`src/rtl/dma_ext_device.sv`:
```
// Buffers a 12-word block from a serial source, interrupts the CPU when full,
// and serves 64-bit chunks to the DMA until it signals completion.
module dma_ext_device #(
    parameter int WORD_SIZE   = 16,
    parameter int BLOCK_WORDS = 12,
    parameter int IRQ_RETRY   = 64
) (
    input  logic                   CLK,
    input  logic                   reset_n,
    input  logic                   in_valid,
    input  logic [WORD_SIZE-1:0]   in_word,
    output logic                   in_ready,
    input  logic [1:0]             offset,
    output logic [4*WORD_SIZE-1:0] edata,
    input  logic                   dma_done,
    output logic                   dev_irq,
    output logic                   full
);

    localparam int RW = (IRQ_RETRY > 1) ? $clog2(IRQ_RETRY + 1) : 1;
    localparam bit RETRY_EN = (IRQ_RETRY != 0);
    localparam logic [RW-1:0] RETRY_LAST = RW'(IRQ_RETRY - 1);
    localparam logic [3:0] LAST_WORD = 4'(BLOCK_WORDS - 1);

    typedef enum logic {
        S_FILL,
        S_FULL
    } state_t;

    state_t               r_state;
    logic [3:0]           r_cnt;
    logic [RW-1:0]        r_retry;
    logic                 r_irq;
    logic [WORD_SIZE-1:0] r_buf [BLOCK_WORDS];

    always_ff @(posedge CLK or negedge reset_n) begin
        if (!reset_n) begin
            r_state <= S_FILL;
            r_cnt   <= '0;
            r_retry <= '0;
            r_irq   <= 1'b0;
            for (int i = 0; i < BLOCK_WORDS; i++) begin
                r_buf[i] <= '0;
            end
        end else begin
            r_irq <= 1'b0;
            case (r_state)
                S_FILL: begin
                    if (in_valid) begin
                        r_buf[r_cnt] <= in_word;
                        if (r_cnt == LAST_WORD) begin
                            r_cnt   <= '0;
                            r_state <= S_FULL;
                            r_irq   <= 1'b1;
                            r_retry <= '0;
                        end else begin
                            r_cnt <= r_cnt + 4'd1;
                        end
                    end
                end
                S_FULL: begin
                    if (dma_done) begin
                        r_state <= S_FILL;
                        r_retry <= '0;
                    end else if (RETRY_EN && !r_irq) begin
                        // the pulse cycle itself is not counted
                        if (r_retry == RETRY_LAST) begin
                            r_irq   <= 1'b1;
                            r_retry <= '0;
                        end else begin
                            r_retry <= r_retry + 1'b1;
                        end
                    end
                end
                default: r_state <= S_FILL;
            endcase
        end
    end

    assign in_ready = (r_state == S_FILL);
    assign full     = (r_state == S_FULL);
    assign dev_irq  = r_irq;

    always_comb begin
        edata = '0;
        case (offset)
            2'd0: edata = {r_buf[3], r_buf[2], r_buf[1], r_buf[0]};
            2'd1: edata = {r_buf[7], r_buf[6], r_buf[5], r_buf[4]};
            2'd2: edata = {r_buf[11], r_buf[10], r_buf[9], r_buf[8]};
            default: edata = '0;
        endcase
    end

endmodule

```
`config.mk`:
```
export PLATFORM = sky130hd
export DESIGN_NAME = dma_ext_device
export DESIGN_NICKNAME = d
export VERILOG_FILES = /design/src/rtl/dma_ext_device.sv
export SDC_FILE = /design/constraint.sdc
export NUM_CORES = 1
export LEC_CHECK = 0
export ABC_AREA = 1
export CORE_MARGIN = 1
export CORE_UTILIZATION = 45
export CTS_BUF_LIST = sky130_fd_sc_hd__clkbuf_4 sky130_fd_sc_hd__clkbuf_8
export CTS_CLUSTER_DIAMETER = 30
export DETAILED_ROUTE_END_ITERATION = 6
export PLACE_DENSITY = 0.64
export SYNTH_ARGS = -nofsm -noshare
export SYNTH_HDL_FRONTEND = slang
export SYNTH_SLANG_ARGS = --single-unit
```
`constraint.sdc`:
```
create_clock -name CLK -period 1.7 [get_ports CLK]
set_input_delay 0.17 -clock CLK [delete_from_list [all_inputs] [get_ports CLK]]
set_output_delay 0.17 -clock CLK [all_outputs]
set_load 0.01 [all_outputs]
```
==> results list <==
- Power spread over the standard cell area amounts to 1690 mW/mm².
* Row count: 51
- Post-synth cell types: 26
* Number of synthesized register bits: 205
- Result of the run: finished clean
- For the final routed database, the setup TNS stands at 0 ns.
* CP Capture Type: output pin
- The setup path with the least slack is of type in -> out.
- Detailed-router iteration count before antenna repair: 5
- The filler cells instantiated in the layout total 1,771.
- LEAKAGE: 5.63 nW
* Clock buffers created by TritonCTS: 44
- Source of the critical timing path: offset[1]
* Pins over their slew limit: 0
* Grt peak-use layer: met2
- In the routed design, unresolved DRC markers number 0.
- Clk pwr share: 31.1%
- CTS placed an instance of sky130_fd_sc_hd__clkbuf_8 at the clock tree root.
- Combinational logic burns 28.5% of the power.
- Once detail routing completed, the nets flagged for antenna violations numbered 0.
- Cell count after synthesis: 1,033
- Timing would allow up to 607 MHz.
- Yosys printed 0 warnings.
- The number of cells on the worst reg-to-reg path is 8.
- Max clock buf depth: 3
* Number of antenna violations at the first check in global routing: 0
- Setup violations remaining at the end of the flow were counted as 0.
- Of the cells placed in the final design, the portion with a size suffix greater than 1 is 18.3%.
* Count of H-tree levels built during CTS: 2
- TritonCTS built the clock tree.
- Clock-pin slew was measured on the worst setup and hold paths at 0.06 ns.
- Setup repair after global routing left no endpoint under its margin.
* DP Wirelength: 16,100 µm
- The die is 144 µm tall.
* Tcrit/Tclk final: 96.9%
* Final net count: 1,187
- The total overflow left after global routing is 0.
* First-pass GRT wire length: 40,800 µm
* Net switching fraction of the power: 32.9%
* Layout Utilization: 59.5%
* Clk_lat worst skew: 0.54 ns
* Relative slew slack: 77.6%
- Worst voltage drop across the vdd grid: 810 µV
- Relative to the synthesized area, the layout overhead comes to 28.2%.
* Critical Path End: edata[51]
- Cell area reported after detailed placement: 0.0107 mm²
- Maximum number of pins on one net before global-route repair: 52
- In this run the count of I/O pins placed on the die edge is 89.
- Critical register-to-register path startpoint: full$_DFF_PN0_
- Internal power summed over all cells: 13.3 mW
- Die boundary width: 144 µm
* Post-placement setup slack: -0.622 ns
- Vias/cell: 5.14
- Via count of the first global-routing pass: 7,397
- The initial utilization of the core area, before any placement, comes to 46.4%.
* Hold/Removal Path Class: in -> async
- Area of the die: 0.0208 mm²
- Drt initial violations: 585
- Once layout is done, the placed cells without fillers occupy 0.0117 mm².
- In this run the critical register-to-register path is captured at r_buf[28]$_DFFE_PN0P_.
- For this block, the via count after detailed routing is 7,483.
- Startpoint class of the critical path: input port
* Number of hold violations in the final report: 0
- Diode count: 0
* Max-capacitance violation count: 0
- Total GRT Usage: 26.2%
- The analysis attributes to net switching a power of 6.52 mW.
- Of the total power, registers draw 40.4%.
* Total design power: 19.8 mW
- Worst Slack Setup Final: 0.0534 ns
- Combined area of all synthesized cells: 0.00912 mm²
- Area of the placeable core: 0.0197 mm²
- Summed over all layers, the routed wires come to 25,300 µm.
- Placer congestion estimate: 0.814
- The clock arrives with 0.0136 ns of skew.
- Final period demand of the worst path: 1.65 ns
- At the pin with the least slew margin, the transition time is 0.336 ns.
- Portion of the post-synthesis area used by sequential elements: 56.2%
- Counting every sink on the clock net gives 205.
- Required time at the endpoint of the critical path: 1.53 ns
* Worst setup slack for register-to-register paths: 0.15 ns
- Global routing consumed, on the met3 layer, 4.14% of the routing resources.
* Mean instance size in the synthesized netlist: 8.83 µm²
* M1 GR Usage: 36.6%
* Critical path peak fanout: 17
- Dividing the detail-routed wire length by the instance count gives 17.4 µm.
* Worst endpoint data arrival time: 1.48 ns
- Buffers placed on the I/O ports in this run total 88.
- Met2 Usage GRT: 40.9%
- Syn nets: 1,060
[area by class of cell]
cell class,instances,area (µm²),area share (%)
repair buffers,153,1540,13.2
inverters,163,612,5.23
well taps,265,332,2.84
clock buffers,60,776,6.63
clock inverters,17,258,2.20
multi-input cells,593,3050,26.1
flip-flops and latches,205,5130,43.9
[cell usage in the layout (no fill, tap or decap), drive strengths merged]
cell           instances
nand2                285
dfrtp                205
o21ai                197
inv                  163
buf                   99
o221ai                64
clkbuf                64
clkdlybuf4s50         20
nor2                  20
dlygate4sd2           18
nand3                 11
clkdlybuf4s15         10
clkinv                 8
bufinv                 6
nand4                  5
ha                     5
clkinvlp               3
xor2                   2
a21oi                  2
or2                    1
nand3b                 1
bufbuf                 1
dlygate4sd3            1
[sequential cells by signal (all words and copies together) (netlist names)]
register and count:
dev_irq 1, full 1, r_buf 192, r_cnt 4, r_retry 7
[cell usage after synthesis, drive strengths merged]
cell | n | area (µm²)
nand4 | 5 | 31.3
o221ai | 64 | 561
o21ai | 197 | 986
ha | 5 | 62.6
nand2 | 285 | 1100
xor2 | 2 | 17.5
or2 | 1 | 6.26
clkbuf | 30 | 115
nand3b | 1 | 7.51
nand3 | 11 | 70.1
nor2 | 20 | 153
inv | 163 | 612
a21oi | 2 | 10.0
dfrtp | 205 | 5130
buf | 42 | 257
[logic make-up after synthesis]
group | count (synthesis) | synth area share, %
xor gates and xnor gates | 2 | 0.192
buffers and inverters | 235 | 10.8
DFF | 205 | 56.2
and+or+nand+nor | 323 | 15.0
AOI/OAI and AO/OA | 263 | 17.1
adders and majority gates | 5 | 0.686
[power by group through the flow]
stage	Sequential (mW)	Clock, mW	Combinational, mW
after detailed placement	8.05	0	5.95
after global routing	8.23	6.49	6.48
after CTS	7.99	6.25	5.73
after floorplan	7.82	0	3.68
after global placement	7.98	0	5.83
final	8.01	6.15	5.65
[per-stage QoR]
stage | hold WS [ns] | cells
after floorplan | -0.126 | 1033
after global placement | 0.104 | 1371
after detailed placement | 0.110 | 1371
after CTS | 0.104 | 1457
after global routing | 0.135 | 1456
final | 0.123 | 1456
[worst max-delay path, stage by stage]
cell and delay (ns):
sky130_fd_sc_hd__dlygate4sd2_1 0.24, sky130_fd_sc_hd__buf_4 0.13, sky130_fd_sc_hd__nor2_4 0.23, sky130_fd_sc_hd__buf_12 0.19
sky130_fd_sc_hd__nand2_1 0.09, sky130_fd_sc_hd__o221ai_1 0.10, sky130_fd_sc_hd__dlygate4sd2_1 0.31
[metal layers]
| metal | wire (µm) | vias to the layer above |
|---|---|---|
| met1 | 11700 | 3587 |
| met4 | 693 | 0 |
| li1 | - | 3601 |
| met2 | 11600 | 250 |
| met3 | 1350 | 45 |
| met5 | 0 | - |
[worst min-delay path by stage]
stage | end | slack [ns] | cells past startpoint | startpoint
6_report | r_buf[137]$_DFFE_PN0P_ | 0.12 | 2 | reset_n
5_1_grt | r_buf[184]$_DFFE_PN0P_ | 0.14 | 2 | reset_n
4_1_cts | r_buf[69]$_DFFE_PN0P_ | 0.10 | 2 | reset_n
3_5_place_dp | r_buf[70]$_DFFE_PN0P_ | 0.11 | 1 | reset_n
3_3_place_gp | r_buf[5]$_DFFE_PN0P_ | 0.10 | 1 | reset_n
2_1_floorplan | dev_irq$_DFF_PN0_ | -0.13 | 0 | reset_n
[repair_timing]
item,4_1_cts,5_1_grt
resized for setup,199,12
endpoints found under the setup margin,66,8
hold buffers,1,0
hold endpoints to repair,205,0
pin swaps,1,1
buffers inserted,4,0
gates cloned,4,0
No activity file was read; power rests on OpenSTA's default activity.
